File: src/rtl/root_host_bridge_pkg.sv
// Shared definitions for the root host bridge: command encodings, the packed
// command word stored in the FIFO, and the bridge FSM state type.
package root_host_bridge_pkg;

  typedef enum logic [1:0] {
    CMD_WRITE = 2'd0,
    CMD_READ  = 2'd1,
    CMD_START = 2'd2,
    CMD_RSVD  = 2'd3
  } cmd_op_e;

  localparam logic [15:0] START_ADDR = 16'hFFFF;
  localparam int          CMD_WIDTH  = 34;

  typedef struct packed {
    cmd_op_e     op;
    logic [15:0] addr;
    logic [15:0] data;
  } cmd_word_t;

  typedef enum logic {
    ST_ISSUE = 1'b0,
    ST_RUN   = 1'b1
  } state_e;

  // A write to the start address launches a run exactly like an explicit START.
  function automatic logic is_start_cmd(input cmd_word_t c);
    return (c.op == CMD_START) || ((c.op == CMD_WRITE) && (c.addr == START_ADDR));
  endfunction

endpackage

File: src/rtl/root_host_bridge_if.sv
// Host command and controller handshake bundle for the root host bridge.
// master = bridge side, slave = host/controller side.
interface root_host_bridge_if #(
  parameter int CYC_CNT_WIDTH = 32
);
  logic                     cmd_valid;
  logic                     cmd_ready;
  logic [1:0]               cmd_op;
  logic [15:0]              cmd_addr;
  logic [15:0]              cmd_data;
  logic                     busy;
  logic                     run_done;
  logic [CYC_CNT_WIDTH-1:0] run_cycles;
  logic                     cmd_err;
  logic                     write_en;
  logic [15:0]              write_addr;
  logic [15:0]              write_data;
  logic                     write_rdy;
  logic                     read_en;
  logic [15:0]              read_addr;
  logic                     read_rdy;
  logic                     interrupt;

  modport master (
    input  cmd_valid, cmd_op, cmd_addr, cmd_data, write_rdy, read_rdy, interrupt,
    output cmd_ready, busy, run_done, run_cycles, cmd_err,
           write_en, write_addr, write_data, read_en, read_addr
  );

  modport slave (
    output cmd_valid, cmd_op, cmd_addr, cmd_data, write_rdy, read_rdy, interrupt,
    input  cmd_ready, busy, run_done, run_cycles, cmd_err,
           write_en, write_addr, write_data, read_en, read_addr
  );
endinterface

File: src/rtl/root_host_bridge_cmd_fifo.sv
// Synchronous command FIFO with async reset; head entry visible on pop_data.
// A push is refused whenever the FIFO is full, even if a pop happens that cycle.
module root_cmd_fifo #(
  parameter int WIDTH = 34,
  parameter int DEPTH = 8
) (
  input  logic                      clk,
  input  logic                      rst,
  input  logic                      push,
  input  logic [WIDTH-1:0]          push_data,
  input  logic                      pop,
  output logic [WIDTH-1:0]          pop_data,
  output logic [$clog2(DEPTH):0]    count,
  output logic                      full,
  output logic                      empty
);

  localparam int AW = $clog2(DEPTH);
  localparam logic [AW:0] DEPTH_C = DEPTH[AW:0];

  logic [WIDTH-1:0] mem_r [DEPTH];
  logic [AW-1:0]    wr_ptr_r;
  logic [AW-1:0]    rd_ptr_r;
  logic [AW:0]      count_r;
  logic             push_ok_s;
  logic             pop_ok_s;

  assign full      = (count_r == DEPTH_C);
  assign empty     = (count_r == {(AW+1){1'b0}});
  assign count     = count_r;
  assign pop_data  = mem_r[rd_ptr_r];
  assign push_ok_s = push && !full;
  assign pop_ok_s  = pop && !empty;

  // Storage array write port.
  always_ff @(posedge clk) begin
    if (push_ok_s) begin
      mem_r[wr_ptr_r] <= push_data;
    end
  end

  // Pointer and occupancy bookkeeping.
  always_ff @(posedge clk or posedge rst) begin
    if (rst) begin
      wr_ptr_r <= {AW{1'b0}};
      rd_ptr_r <= {AW{1'b0}};
      count_r  <= {(AW+1){1'b0}};
    end else begin
      if (push_ok_s) begin
        wr_ptr_r <= wr_ptr_r + {{(AW-1){1'b0}}, 1'b1};
      end
      if (pop_ok_s) begin
        rd_ptr_r <= rd_ptr_r + {{(AW-1){1'b0}}, 1'b1};
      end
      case ({push_ok_s, pop_ok_s})
        2'b10:   count_r <= count_r + {{AW{1'b0}}, 1'b1};
        2'b01:   count_r <= count_r - {{AW{1'b0}}, 1'b1};
        default: count_r <= count_r;
      endcase
    end
  end

endmodule

File: src/rtl/root_host_bridge.sv
// Root host bridge: queues host commands and replays them on the controller
// write/read handshakes, holding issue off while a computation run is active.
module root_host_bridge #(
  parameter int FIFO_DEPTH    = 8,
  parameter int CYC_CNT_WIDTH = 32
) (
  input  logic                 clk,
  input  logic                 rst,
  root_host_bridge_if.master   bus
);
  import root_host_bridge_pkg::*;

  localparam int CW = $clog2(FIFO_DEPTH) + 1;

  state_e                   state_r;
  state_e                   state_nx_s;
  cmd_word_t                head_s;
  logic [CMD_WIDTH-1:0]     fifo_rdata_s;
  logic [CW-1:0]            count_s;
  logic                     full_s;
  logic                     empty_s;
  logic                     push_s;
  logic                     pop_s;
  logic                     start_hs_s;
  logic                     rsvd_s;
  logic                     wen_s;
  logic                     ren_s;
  logic [15:0]              waddr_s;
  logic [15:0]              wdata_s;
  logic [15:0]              raddr_s;
  logic [CYC_CNT_WIDTH-1:0] run_cnt_r;
  logic [CYC_CNT_WIDTH-1:0] cnt_inc_s;
  logic [CYC_CNT_WIDTH-1:0] run_cycles_r;
  logic                     run_done_r;
  logic                     cmd_err_r;

  assign push_s = bus.cmd_valid && !full_s;
  assign head_s = cmd_word_t'(fifo_rdata_s);

  root_cmd_fifo #(
    .WIDTH (CMD_WIDTH),
    .DEPTH (FIFO_DEPTH)
  ) u_fifo (
    .clk       (clk),
    .rst       (rst),
    .push      (push_s),
    .push_data ({bus.cmd_op, bus.cmd_addr, bus.cmd_data}),
    .pop       (pop_s),
    .pop_data  (fifo_rdata_s),
    .count     (count_s),
    .full      (full_s),
    .empty     (empty_s)
  );

  // Saturating increment of the run counter.
  always_comb begin
    if (&run_cnt_r) begin
      cnt_inc_s = run_cnt_r;
    end else begin
      cnt_inc_s = run_cnt_r + {{(CYC_CNT_WIDTH-1){1'b0}}, 1'b1};
    end
  end

  // Issue mux and next-state logic; idle address/data lines are held at zero.
  always_comb begin
    state_nx_s = state_r;
    wen_s      = 1'b0;
    ren_s      = 1'b0;
    waddr_s    = 16'h0000;
    wdata_s    = 16'h0000;
    raddr_s    = 16'h0000;
    rsvd_s     = 1'b0;
    pop_s      = 1'b0;
    start_hs_s = 1'b0;
    case (state_r)
      ST_ISSUE: begin
        if (!empty_s) begin
          if (is_start_cmd(head_s)) begin
            wen_s   = 1'b1;
            waddr_s = START_ADDR;
            wdata_s = 16'h0000;
          end else begin
            case (head_s.op)
              CMD_WRITE: begin
                wen_s   = 1'b1;
                waddr_s = head_s.addr;
                wdata_s = head_s.data;
              end
              CMD_READ: begin
                ren_s   = 1'b1;
                raddr_s = head_s.addr;
              end
              CMD_RSVD: rsvd_s = 1'b1;
              default:  rsvd_s = 1'b0;
            endcase
          end
        end else begin
          rsvd_s = 1'b0;
        end
        pop_s      = (wen_s && bus.write_rdy) || (ren_s && bus.read_rdy) || rsvd_s;
        start_hs_s = wen_s && bus.write_rdy && is_start_cmd(head_s);
        if (start_hs_s) begin
          state_nx_s = ST_RUN;
        end else begin
          state_nx_s = ST_ISSUE;
        end
      end
      ST_RUN: begin
        if (bus.interrupt) begin
          state_nx_s = ST_ISSUE;
        end else begin
          state_nx_s = ST_RUN;
        end
      end
      default: state_nx_s = ST_ISSUE;
    endcase
  end

  // FSM state register.
  always_ff @(posedge clk or posedge rst) begin
    if (rst) begin
      state_r <= ST_ISSUE;
    end else begin
      state_r <= state_nx_s;
    end
  end

  // Run counter, completion report and error pulse.
  always_ff @(posedge clk or posedge rst) begin
    if (rst) begin
      run_cnt_r    <= {CYC_CNT_WIDTH{1'b0}};
      run_cycles_r <= {CYC_CNT_WIDTH{1'b0}};
      run_done_r   <= 1'b0;
      cmd_err_r    <= 1'b0;
    end else begin
      cmd_err_r  <= rsvd_s;
      run_done_r <= 1'b0;
      if (start_hs_s) begin
        run_cnt_r <= {CYC_CNT_WIDTH{1'b0}};
      end else if (state_r == ST_RUN) begin
        run_cnt_r <= cnt_inc_s;
      end
      // Interrupt on this edge counts the current cycle, hence counter + 1.
      if ((state_r == ST_RUN) && bus.interrupt) begin
        run_cycles_r <= cnt_inc_s;
        run_done_r   <= 1'b1;
      end
    end
  end

  assign bus.cmd_ready  = !full_s;
  assign bus.busy       = (count_s != {CW{1'b0}}) || (state_r == ST_RUN);
  assign bus.run_done   = run_done_r;
  assign bus.run_cycles = run_cycles_r;
  assign bus.cmd_err    = cmd_err_r;
  assign bus.write_en   = wen_s;
  assign bus.write_addr = waddr_s;
  assign bus.write_data = wdata_s;
  assign bus.read_en    = ren_s;
  assign bus.read_addr  = raddr_s;

endmodule
File: src/flat_wrapper.sv
// flat-port wrapper written by rule: the top's interface ports become plain ports
module root_host_bridge_flat import root_host_bridge_pkg::*;
#(
  parameter int FIFO_DEPTH    = 8,
  parameter int CYC_CNT_WIDTH = 32
)
  (clk, rst, bus_cmd_valid, bus_cmd_op, bus_cmd_addr, bus_cmd_data, bus_write_rdy, bus_read_rdy, bus_interrupt, bus_cmd_ready, bus_busy, bus_run_done, bus_run_cycles, bus_cmd_err, bus_write_en, bus_write_addr, bus_write_data, bus_read_en, bus_read_addr);
  root_host_bridge_if #(.CYC_CNT_WIDTH(CYC_CNT_WIDTH)) bus_i ();
  input  logic clk;
  input  logic rst;
  input wire logic [$bits(bus_i.cmd_valid)-1:0] bus_cmd_valid;
  input wire logic [$bits(bus_i.cmd_op)-1:0] bus_cmd_op;
  input wire logic [$bits(bus_i.cmd_addr)-1:0] bus_cmd_addr;
  input wire logic [$bits(bus_i.cmd_data)-1:0] bus_cmd_data;
  input wire logic [$bits(bus_i.write_rdy)-1:0] bus_write_rdy;
  input wire logic [$bits(bus_i.read_rdy)-1:0] bus_read_rdy;
  input wire logic [$bits(bus_i.interrupt)-1:0] bus_interrupt;
  output wire logic [$bits(bus_i.cmd_ready)-1:0] bus_cmd_ready;
  output wire logic [$bits(bus_i.busy)-1:0] bus_busy;
  output wire logic [$bits(bus_i.run_done)-1:0] bus_run_done;
  output wire logic [$bits(bus_i.run_cycles)-1:0] bus_run_cycles;
  output wire logic [$bits(bus_i.cmd_err)-1:0] bus_cmd_err;
  output wire logic [$bits(bus_i.write_en)-1:0] bus_write_en;
  output wire logic [$bits(bus_i.write_addr)-1:0] bus_write_addr;
  output wire logic [$bits(bus_i.write_data)-1:0] bus_write_data;
  output wire logic [$bits(bus_i.read_en)-1:0] bus_read_en;
  output wire logic [$bits(bus_i.read_addr)-1:0] bus_read_addr;
  assign bus_i.cmd_valid = bus_cmd_valid;
  assign bus_i.cmd_op = bus_cmd_op;
  assign bus_i.cmd_addr = bus_cmd_addr;
  assign bus_i.cmd_data = bus_cmd_data;
  assign bus_i.write_rdy = bus_write_rdy;
  assign bus_i.read_rdy = bus_read_rdy;
  assign bus_i.interrupt = bus_interrupt;
  assign bus_cmd_ready = bus_i.cmd_ready;
  assign bus_busy = bus_i.busy;
  assign bus_run_done = bus_i.run_done;
  assign bus_run_cycles = bus_i.run_cycles;
  assign bus_cmd_err = bus_i.cmd_err;
  assign bus_write_en = bus_i.write_en;
  assign bus_write_addr = bus_i.write_addr;
  assign bus_write_data = bus_i.write_data;
  assign bus_read_en = bus_i.read_en;
  assign bus_read_addr = bus_i.read_addr;
  root_host_bridge #(.FIFO_DEPTH(FIFO_DEPTH), .CYC_CNT_WIDTH(CYC_CNT_WIDTH)) u_core (.clk(clk), .rst(rst), .bus(bus_i));
endmodule
File: config.mk
export PLATFORM = sky130hd
export DESIGN_NAME = root_host_bridge_flat
export DESIGN_NICKNAME = d
export VERILOG_FILES = /design/src/rtl/root_host_bridge_pkg.sv /design/src/rtl/root_host_bridge_if.sv /design/src/rtl/root_host_bridge_cmd_fifo.sv /design/src/rtl/root_host_bridge.sv /design/src/flat_wrapper.sv
export SDC_FILE = /design/constraint.sdc
export NUM_CORES = 1
export LEC_CHECK = 0
export ABC_AREA = 0
export ABC_CLOCK_PERIOD_IN_PS = 4750
export CORE_ASPECT_RATIO = 2
export CORE_MARGIN = 4
export CORE_UTILIZATION = 35
export DETAILED_ROUTE_END_ITERATION = 10
export PLACE_DENSITY = 0.5
export SLEW_MARGIN = 20
export SYNTH_ARGS = -nofsm -noshare
export SYNTH_HDL_FRONTEND = slang
export SYNTH_HIERARCHICAL = 1
export SYNTH_SLANG_ARGS = --single-unit
File: constraint.sdc
create_clock -name clk -period 4.75 [get_ports clk]
set_input_delay 0.95 -clock clk [delete_from_list [all_inputs] [get_ports clk]]
set_output_delay 0.95 -clock clk [all_outputs]
set_load 0.02 [all_outputs]
After elaboration in Yosys (flattened, before gate mapping)
Memory sizes are Yosys's and may differ from the RTL's.
Index checks and enable logic that the tools add are counted.
{"block": "op_classes", "n_reduce_logical": 20, "n_eq_ne": 7, "add_sub_neg": 5, "n_bitwise": 1, "muxes": 39}
{"cell": "two-way mux 16 bit", "n": 12}
{"cell": "two-way mux 32 bit", "n": 3}
{"cell": "adder 32 x 1 -> 32 bit (second input constant)", "n": 1}
{"cell": "AND reduction 32 bit", "n": 1}
{"cell": "two-way mux 1 bit", "n": 22}
{"cell": "equality test 16 bit (second input constant)", "n": 1}
{"cell": "logical AND 1 bit", "n": 8}
{"cell": "case mux 4 bit (2 select lines)", "n": 1}
{"cell": "adder 3 x 1 -> 3 bit (second input constant)", "n": 2}
{"cell": "equality test 2 bit (second input constant)", "n": 3}
{"cell": "adder 4 x 1 -> 4 bit (second input constant)", "n": 1}
{"cell": "equality test 2 x 1 -> 1 bit (second input constant)", "n": 2}
{"cell": "equality test 4 bit (second input constant)", "n": 1}
{"cell": "logical NOT 4 bit", "n": 1}
{"cell": "logical OR 1 bit", "n": 4}
{"cell": "nonzero test 2 bit", "n": 2}
{"cell": "nonzero test 4 bit", "n": 1}
{"cell": "subtractor 4 x 1 -> 4 bit (second input constant)", "n": 1}
{"cell": "logical NOT 1 bit", "n": 2}
{"cell": "logical NOT 2 bit", "n": 1}
{"cell": "case mux 1 bit (2 select lines)", "n": 1}
{"cell": "NOT 1 bit", "n": 1}
{"block": "word_totals", "register_bits": 77, "ramBits": 272, "memories": 1, "word_cells": 81, "inputBits": 40}
{"memory": "u_core.u_fifo.mem_r", "depth": 8, "width": 34, "rd": 1, "rd_clocked_by_memory_dff": 0, "write_ports": 1, "line_no": "root_host_bridge_cmd_fifo.sv:21", "text": "logic [WIDTH-1:0] mem_r [DEPTH];"}

Depth between registers and ports, before layout
Gate-level depths: netlist of the first run.
An unclocked memory read counts as a cell.
{"block": "depth", "depth_word": 14, "mapped_depth": 14}

Hierarchy
The synthesis of the first run kept the hierarchy.
{"module": "root_cmd_fifo", "area_per_inst_um2": 10890.4, "seq_area_each_um2": 8418.1, "cells_each": 462, "instances": 1}
{"module": "root_host_bridge", "area_per_inst_um2": 3992.6, "seq_area_each_um2": 1676.6, "cells_each": 467, "instances": 1}

Worst setup path before layout of the first run
No wires, ideal clock.
{"block": "synth_timing", "path_kind": "input-to-reg", "start": "input port bus_cmd_valid", "end": "memory u_core.u_fifo.mem_r[1][0], enable pin", "arrival_time_ns": 3.676, "setup_ns": 0.467, "path_stages": 3, "path_buffers": 0, "slack_ns": 0.606, "required_ns": 4.283, "path_cell_list": "nor2b_1 nand3_1 nor3_1"}
{"block": "synth_between", "elab_chain_len": 4}
{"element": "start: declaration", "line_no": "flat_wrapper.sv:11", "text": "input wire logic [$bits(bus_i.cmd_valid)-1:0] bus_cmd_valid;"}
{"element": "logical AND 1 bit", "line_no": "root_host_bridge.sv:37", "text": "assign push_s = bus.cmd_valid && !full_s;"}
{"element": "logical AND 1 bit", "line_no": "root_host_bridge_cmd_fifo.sv:32", "text": "assign push_ok_s = push && !full;"}
{"element": "two-way mux 1 bit", "line_no": "root_host_bridge_cmd_fifo.sv:37", "text": "if (push_ok_s) begin"}
{"element": "two-way mux 1 bit (implied by the code)", "line_no": "root_host_bridge_cmd_fifo.sv:38", "text": "mem_r[wr_ptr_r] <= push_data;"}
{"element": "end: declaration", "line_no": "root_host_bridge_cmd_fifo.sv:21"}
No other way between the ends.

Worst setup path in the final report of the first run
{"block": "layout_timing", "start": "register u_core.u_fifo.rd_ptr_r[0]", "end": "output port bus_write_addr[8]"}
{"block": "layout_between", "elab_chain_len": 7, "elab_cells_between_ends": 10, "cone_classes": "2 x eq/ne; 4 x mux; 3 x reduce/logical; 1 x memory"}
{"element": "start: declaration", "line_no": "root_host_bridge_cmd_fifo.sv:23", "text": "logic [AW-1:0] rd_ptr_r;"}
{"element": "start signal: assignment", "line_no": "root_host_bridge_cmd_fifo.sv:46", "text": "rd_ptr_r <= {AW{1'b0}};"}
{"element": "start signal: assignment", "line_no": "root_host_bridge_cmd_fifo.sv:53", "text": "rd_ptr_r <= rd_ptr_r + {{(AW-1){1'b0}}, 1'b1};"}
{"element": "memory read (8 x 34 bit)"}
{"element": "via u_core.fifo_rdata_s[29]", "line_no": "root_host_bridge.sv:18", "text": "logic [CMD_WIDTH-1:0] fifo_rdata_s;"}
{"element": "equality test 16 bit", "line_no": "root_host_bridge_pkg.sv:28", "text": "return (c.op == CMD_START) || ((c.op == CMD_WRITE) && (c.addr == START_ADDR));"}
{"element": "logical AND 1 bit", "line_no": "root_host_bridge_pkg.sv:28"}
{"element": "logical OR 1 bit", "line_no": "root_host_bridge_pkg.sv:28"}
{"element": "two-way mux 16 bit", "line_no": "root_host_bridge.sv:78", "text": "if (is_start_cmd(head_s)) begin"}
{"element": "two-way mux 16 bit", "line_no": "root_host_bridge.sv:77", "text": "if (!empty_s) begin"}
{"element": "two-way mux 16 bit", "line_no": "root_host_bridge.sv:75", "text": "case (state_r)"}
{"element": "end: declaration", "line_no": "flat_wrapper.sv:24", "text": "output wire logic [$bits(bus_i.write_addr)-1:0] bus_write_addr;"}
The timed path passes the listed nets, and every way through them passes these cells.

==> results.ini, run 1 <==
[pwr]
p_leak_nw=6.07
worst_ir_drop_vdd_mv=0.363
powerDensity_nw_per_um2=648

[finish]
final_nets=1120
antenna_cells=0
syn2layout_area_growth_pct=21.4
drive_gt1_share_pct=19.4
utilization_pct=43.1

[place]
hpwl_um=24300
place_congestion=0.772
portBuffers=125

[clock_network]
htreeDepth=2
numCtsBuffers=34
cts_tree=yes
path_clk_slew_ns=0.06
clk-insertion-delay-late_ns=0.53
clockRootBuffer=clkbuf_16
clkSinkCount=349
cts.path.max_buffers=3

[timing]
setup_viol_count_final=0
fin_setup_tns_ns=0
skew_ns=0.0148
min_period_over_period_pct=96.3
grt_setup_unrepaired=false
fin_crit_ns=4.57
drv_slew=0
slew_headroom_pct=40.5
hold_viol_final=0
fmax_ghz=0.219
worstMarginPinSlew_ns=0.887

[critical_path]
cp_cell_sequence=buf_4, buf_12, mux4_2, mux2_2, nand4_1, o41ai_2, buf_4, o21a_1, clkdlybuf4s50_1
slowest_stage=clkdlybuf4s50_1
r2r_cells=12
r2r_start=u_core/u_fifo/rd_ptr_r[0]$_DFFE_PP0P_
worstPathMaxFanout=11
end_kind=primary output
crit_start=u_core/u_fifo/rd_ptr_r[0]$_DFFE_PP0P_
arrival_ns=3.62
critical_path_class=register to primary output
start_kind=register
reg2reg_to=u_core/u_fifo/count[3]$_DFFE_PP0P_
required_ns=3.80
cp_slowest_stage_delay_ns=0.69
r2r_slack_ns=0.89
crit_top_cell=buf_4

[worst_hold_path]
hold_path_class=register to register
whs_endpoint=u_core/bus.run_cycles[20]$_DFFE_PP0P_
min_from=u_core/bus.run_cycles[20]$_DFFE_PP0P_
hold_depth=2

[detailed_routing]
remaining_drc_errors=0
final_antenna_net_count=0
route.detailed.vias_per_inst=5.25
wire_per_inst_um=22.9
drtPass1Iterations=4
vias=8592
drt_wl_total_um=37500
drt_first_iter_violations=418

[floorplan]
dieArea_um2=46100
core_um2=41900
row_count=106
ios=126
start_util_pct=35.5
die_h_um=300
chipWidth_um=154

[global_route]
met3_usage_pct=3.06
met1_usage_pct=17.8
grt_overflow_total=0
grt_pass1_vias=8940
grt_use_total_pct=16.1
grt_use_met2_pct=30.5
grt_max_degree=71
antenna_found_initial=0
busiest_layer=met2
grt_pass1_wl_um=56400

[synthesis]
yosysWarnings=6
synthFlopType=edfxtp_1
syn_inst=929
syn_area_per_cell_um2=16.0
synthesis.nets=976
ys_types=60
async_flop_share_pct=22.1
synth_top_area_share_pct=54.9
synth-seq-cells=349
ys_seq_area_share_pct=67.8
netlist_area_um2=14900
synth-edff-count=272
ys_top_cells_by_area=edfxtp_1, dfrtp_1, mux4_2
yosys.area.top_type=edfxtp_1

[run_status]
status=finished, final reports clean

[run]
cap_violations=0

[cells by family (layout without fill, tap and decap cells)]
| kind of cell | Yosys count | count (layout) | synth area share [%] |
|---|---|---|---|
| fa+ha+maj | 7 | 7 | 0.639 |
| simple gates | 206 | 206 | 7.34 |
| compound gates | 155 | 155 | 6.68 |
| flops | 349 | 349 | 67.8 |
| buf+inv | 76 | 245 | 2.35 |
| xor+xnor | 29 | 29 | 1.71 |
| mux | 107 | 107 | 13.5 |
[critical path, delay by kind of cell, from the launching register on]
kind / cells / cell delay [ns]
buffers and inverters: 4 / 1.28
multiplexers: 2 / 0.59
AND/OR/NAND/NOR: 1 / 0.17
AO/OA/AOI/OAI: 2 / 0.52
flip-flops: 1 / 0.55
[power breakdown]
part           leakage [nW]  internal [W]  switching (W)
clock network         0.525       0.00153        0.00115
logic                  2.07       0.00218        0.00259
registers              3.48       0.00391       0.000350
total                  6.07       0.00762        0.00409
[cell usage after synthesis, types with 3 or more instances]
master	count
clkbuf_1	35
xnor2_1	26
ha_1	6
nor4_1	7
clkbuf_2	3
and2_1	32
mux2_2	26
dfrtp_1	77
nand3_1	19
o211ai_1	4
a21oi_1	20
edfxtp_1	272
nor3b_1	3
a311oi_1	4
a31oi_1	32
inv_1	19
o21a_1	17
nor3_1	8
xor2_1	3
and4_1	3
and3_1	3
a22o_1	4
or3_1	9
nand4_1	15
mux4_2	68
mux2i_1	3
o21ai_0	52
nand2b_1	6
mux2_4	10
or4_1	5
nand2_1	55
a21o_1	3
nor2_1	31
buf_2	16
[repair_timing]
action,in CTS,in global routing
setup endpoints to repair,16,16
hold buffers,0,0
resized for setup,0,0
setup buffers,1,5
[flip-flops by register name, indices dropped and copies added, names as in the netlist]
signal	cells
u_core/u_fifo/wr_ptr_r	3
u_core/bus.run_cycles	32
u_core/u_fifo/rd_ptr_r	3
u_core/state_r	1
u_core/u_fifo/mem_r	272
u_core/bus.cmd_err	1
u_core/bus.run_done	1
u_core/run_cnt_r	32
u_core/u_fifo/count	4
[how the worst max path moves through the flow]
stage,to,slack (ns)
2_1_floorplan,u_core/u_fifo/mem_r[1][0]$_DFFE_PP_,0.61
6_report,bus_write_addr[8],0.18
4_1_cts,bus_write_data[7],0.02
3_5_place_dp,bus_write_data[7],0.44
5_1_grt,bus_write_data[5],0.02
3_3_place_gp,bus_write_data[1],0.46
[layout by cell type, fill, tap and decap left out, types with 5 or more instances in the layout]
master,Yosys,layout
xnor2_1,26,26
nor2_4,0,6
clkinv_1,0,5
buf_4,0,35
nand2b_1,6,6
clkdlybuf4s50_1,0,125
nand3_1,19,19
o21ai_0,52,52
nor3_1,8,5
edfxtp_1,272,272
clkbuf_1,35,10
nand4_1,15,15
nor4_1,7,7
or3_1,9,9
and2_1,32,32
nand2_1,55,55
dfrtp_1,77,74
nor3_2,2,5
o21a_1,17,17
mux2_2,26,26
mux2_4,10,10
a21oi_1,20,20
clkbuf_16,0,36
nor2_1,31,25
a31oi_1,32,32
mux4_2,68,68
ha_1,6,6
inv_1,19,18
or4_1,5,5
[routing by layer]
metal / wire (µm) / part of all wire [%]
met4: 1270 / 3.4
met2: 20800 / 56
met3: 1800 / 4.8
met5: 0 / 0
met1: 13600 / 36
[cell type report]
class	instances	area (µm²)
Sequential cell	349	10100
Clock buffer	47	952
Tap cell	540	676
Clock inverter	14	146
Fill cell	3851	23800
Timing Repair Buffer	165	1610
Multi-Input combinational cell	504	4510
Inverter	19	72.6
[stage by stage]
| step | power [W] | worst slack, ns | std cells | cell area [µm²] | hold WS (ns) |
|---|---|---|---|---|---|
| 6_report | 0.0117 | 0.176 | 1638 | 18100 | 0.476 |
| 3_3_place_gp | 0.00911 | 0.457 | 1571 | 16900 | 0.461 |
| 3_5_place_dp | 0.00913 | 0.437 | 1571 | 16900 | 0.470 |
| 5_1_grt | 0.0123 | 0.0177 | 1638 | 18100 | 0.501 |
| 2_1_floorplan | 0.00717 | 0.606 | 929 | 14900 | 0.476 |
| 4_1_cts | 0.0119 | 0.0152 | 1633 | 18000 | 0.485 |
Note: power is estimated with default switching activity, not from simulation.
==> run 2, diff against run 1 <==
- CORE_MARGIN: 4 -> 8
==> results.ini, run 2 (same netlist as run 1, synthesis figures left out) <==
[global_route]
antenna_found_initial=1
grt_pass1_vias=9009
grt_max_degree=49
grt_pass1_wl_um=55900
grt_overflow_total=0
grt_use_total_pct=14.8

[clock_network]
cts.path.max_buffers=3
clkSinkCount=349
clk-insertion-delay-late_ns=0.52
numCtsBuffers=34
clockRootBuffer=clkbuf_16
path_clk_slew_ns=0.06
htreeDepth=2
cts_tree=yes

[timing]
fin_setup_tns_ns=0
slew_headroom_pct=38.5
drv_slew=0
grt_setup_unrepaired=false
fin_crit_ns=4.54
skew_ns=0.0142
hold_viol_final=0
min_period_over_period_pct=95.5
fmax_ghz=0.220
setup_viol_count_final=0
worstMarginPinSlew_ns=0.918

[finish]
drive_gt1_share_pct=18.9
largest_register_ffs=272
layout_common_cells=edfxtp_1, clkdlybuf4s50_1, dfrtp_1
syn2layout_area_growth_pct=21.1
final_nets=1112
final_common_cell=edfxtp_1
utilization_pct=42.6
top_register=u_core/u_fifo/mem_r
antenna_cells=0

[worst_hold_path]
min_from=u_core/bus.run_cycles[20]$_DFFE_PP0P_
hold_path_class=register to register

[critical_path]
critical_path_class=register to primary output
r2r_start=u_core/u_fifo/rd_ptr_r[1]$_DFFE_PP0P_
end_kind=primary output
crit_start=u_core/u_fifo/rd_ptr_r[1]$_DFFE_PP0P_
required_ns=3.80
worstPathMaxFanout=31
start_kind=register
arrival_ns=3.59

[detailed_routing]
final_antenna_net_count=0
drt_wl_total_um=36400
drt_first_iter_violations=688
route.detailed.vias_per_inst=5.25
remaining_drc_errors=0
wire_per_inst_um=22.3
drtPass1Iterations=5
vias=8583

[floorplan]
core_um2=42300
chipWidth_um=162
start_util_pct=35.2
ios=126
row_count=107
dieArea_um2=49800
die_h_um=308

[pwr]
worst_ir_drop_vdd_mv=0.406
power.total_w=0.0115
powerDensity_nw_per_um2=641
p_leak_nw=6.03

[run_status]
status=finished, final reports clean

[place]
hpwl_um=22400
portBuffers=125
place_congestion=0.771

[run]
cap_violations=0

## run 2: changes by cell type in the layout (fill, tap and decap cells not counted), moves of 2 or more
cell,before,now
buf_4,35,22
clkbuf_1,10,4
buf_12,4,9
clkinv_1,5,10
clkbuf_16,36,34
clkinv_2,2,4
inv_6,1,3
## run 2: critical path, stage by stage, from the launching register on
cell and delay, ns:
dfrtp_4 0.58, buf_12 0.27, mux4_2 0.32, mux2_2 0.39
inv_1 0.14, o41ai_2 0.09, nor2b_1 0.16, buf_4 0.29
and2_1 0.17, clkdlybuf4s50_1 0.61
## run 2: timing repair
action	CTS	global route
pin swaps	0	0
gates resized for setup	0	1
setup endpoints to repair	18	16
hold buffers	0	0
buffers inserted	2	3
## run 2: cell type report
cell class / instances / area [µm²]
clock inverters: 21 / 168
well taps: 545 / 682
flip-flops and latches: 349 / 10100
multi-input cells: 504 / 4510
fillers: 3880 / 24300
clock buffers: 39 / 880
repair buffers: 157 / 1610
inverters: 19 / 71.3
## run 2: worst paths after layout
path                                                         end  slack [ns]  cells after the start
min reg2reg                u_core/bus.run_cycles[20]$_DFFE_PP0P_        0.48                      2
max                                           bus_write_data[14]        0.21                      9
max in group asynchronous        u_core/run_cnt_r[3]$_DFFE_PP0P_        2.96                      3
min                        u_core/bus.run_cycles[20]$_DFFE_PP0P_        0.48                      2
max reg2reg                   u_core/u_fifo/count[3]$_DFFE_PP0P_        0.92                     12
min in group asynchronous     u_core/u_fifo/count[3]$_DFFE_PP0P_        0.77                      2
## run 2: stage by stage
stage	hold WS, ns	setup slack, ns	std cells	instance area [µm²]
final	0.476	0.212	1634	18000
after global routing	0.502	0.0292	1634	18000
after CTS	0.483	0.000719	1631	18000
after detailed placement	0.469	0.252	1569	16900
after global placement	0.467	0.290	1569	16900
after floorplan	0.476	0.606	929	14900
## run 2: power by group
part / internal (W) / switching, W / leakage (nW)
Clock: 0.00145 / 0.00114 / 0.511
Sequential: 0.00391 / 0.000391 / 3.48
Combinational: 0.00217 / 0.00249 / 2.04
Total: 0.00752 / 0.00402 / 6.03
## run 2: routing by layer
metal	GRT usage, %	vias to the layer above	wire (µm)
met5	0	-	13
met4	4.07	2	648
met3	2.72	41	1850
met2	23.7	235	17400
met1	20.3	4391	16500
li1	-	3914	-
==> run 3, diff against run 2 <==
- CELL_PAD_IN_SITES_DETAIL_PLACEMENT: unset -> 0
- CELL_PAD_IN_SITES_GLOBAL_PLACEMENT: unset -> 1
- PLACE_DENSITY: 0.5 -> 0.57
==> results.ini, run 3 (same netlist as run 1, synthesis figures left out) <==
[critical_path]
cp_cell_sequence=buf_12, mux4_2, mux2_2, inv_1, o41ai_2, nor2b_1, buf_6, and2_1, clkdlybuf4s50_1
slowest_stage=clkdlybuf4s50_1
end_kind=primary output
required_ns=3.80
worstPathMaxFanout=16
arrival_ns=3.58
r2r_cells=12
critical_path_class=register to primary output
r2r_slack_ns=0.88
cp_slowest_stage_delay_ns=0.61
start_kind=register

[detailed_routing]
remaining_drc_errors=0
drt_wl_total_um=36200
route.detailed.vias_per_inst=5.27
drt_first_iter_violations=638
wire_per_inst_um=22.2
vias=8610
final_antenna_net_count=0
drtPass1Iterations=6

[finish]
final_common_cell=edfxtp_1
antenna_cells=0
largest_register_ffs=272
syn2layout_area_growth_pct=20.7
instances_no_fill=1634
drive_gt1_share_pct=19.0
layout_common_cells=edfxtp_1, clkdlybuf4s50_1, dfrtp_1
top_register=u_core/u_fifo/mem_r
final_nets=1113

[pwr]
powerDensity_nw_per_um2=638
worst_ir_drop_vdd_mv=0.428
p_leak_nw=6.03

[place]
place_congestion=0.758
place_ws_ns=0.382
portBuffers=125
hpwl_um=22800
placed_cells=1574

[timing]
fin_crit_ns=4.53
slew_headroom_pct=39.5
hold_viol_final=0
layout_setup_ws_ns=0.217
fmax_ghz=0.221
min_period_over_period_pct=95.4
setup_viol_count_final=0
worstMarginPinSlew_ns=0.902
skew_ns=0.0222
drv_slew=0

[clock_network]
clk-insertion-delay-late_ns=0.59
path_clk_slew_ns=0.06
hold_buffers=0
htreeDepth=1
cts.path.max_buffers=3
numCtsBuffers=31
clkSinkCount=349
clockRootBuffer=clkbuf_16
cts_tree=yes

[worst_hold_path]
hold_depth=2
hold_path_class=register to register

[run]
cap_violations=0

[global_route]
grt_use_total_pct=14.6
antenna_found_initial=1
grt_overflow_total=0
grt_pass1_wl_um=56200
grt_pass1_vias=8918
grt_max_degree=71

[run_status]
status=finished, final reports clean

[floorplan]
die_h_um=308
chipWidth_um=162
core_um2=42300
dieArea_um2=49800
start_util_pct=35.2
row_count=107
ios=126

run 3: cell types whose count changed in the layout (fill, tap and decap cells not counted), sizes merged:
cell      delta
buf          +4
bufinv       +2
clkbuf       -3
inv          -2
clkinvlp     -1
run 3: stage by stage:
stage / power (W) / TNS, ns / hold slack (ns) / instance area (µm²) / utilization (%)
2_1_floorplan: 0.00717 / 0 / 0.476 / 14900 / -
3_3_place_gp: 0.00895 / 0 / 0.465 / 16900 / 39.9
3_5_place_dp: 0.00901 / 0 / 0.471 / 16900 / 39.9
4_1_cts: 0.0116 / 0 / 0.485 / 18000 / 42.4
5_1_grt: 0.0121 / -0.0276 / 0.500 / 18000 / 42.4
6_report: 0.0115 / 0 / 0.478 / 18000 / 42.4
run 3: final cells by class:
type                    count  area (µm²)
fillers                  3851       24300
flip-flops and latches    349       10100
repair buffers            161        1600
clock inverters            20         206
multi-input cells         504        4510
inverters                  19        71.3
clock buffers              36         795
well taps                 545         682
run 3: repair_timing:
action | 4_1_cts | 5_1_grt
gates cloned | 0 | 0
setup buffers | 4 | 0
gates resized for setup | 0 | 1
setup endpoints to repair | 16 | 16
run 3: final timing paths:
check,startpoint,end
setup reg to reg,u_core/u_fifo/rd_ptr_r[0]$_DFFE_PP0P_,u_core/u_fifo/count[3]$_DFFE_PP0P_
hold / removal,u_core/bus.run_cycles[8]$_DFFE_PP0P_,u_core/bus.run_cycles[8]$_DFFE_PP0P_
hold reg to reg,u_core/bus.run_cycles[8]$_DFFE_PP0P_,u_core/bus.run_cycles[8]$_DFFE_PP0P_
setup / recovery,u_core/u_fifo/rd_ptr_r[0]$_DFFE_PP0P_,bus_write_data[10]
min in group asynchronous,rst,u_core/u_fifo/wr_ptr_r[0]$_DFFE_PP0P_
max in group asynchronous,rst,u_core/run_cnt_r[2]$_DFFE_PP0P_
run 3: layer usage:
layer	vias up	wire length, µm	global-route usage [%]
met1	4427	16700	20.7
met5	-	0	0
met3	39	2040	2.72
li1	3915	-	-
met4	0	568	3.40
met2	229	16900	22.8
run 3: power breakdown:
group / internal, W / leakage, nW / switching, W
Combinational: 0.00217 / 2.05 / 0.00247
Clock: 0.00141 / 0.496 / 0.00111
Sequential: 0.00391 / 3.48 / 0.000399
run 3: worst max-delay path: cells and delay by family, from the launching register on:
family,cells,cell delay [ns]
buffers and inverters,4,1.14
multiplexers,2,0.89
flip-flops,1,0.50
AND/OR/NAND/NOR,2,0.36
AO/OA/AOI/OAI,1,0.08
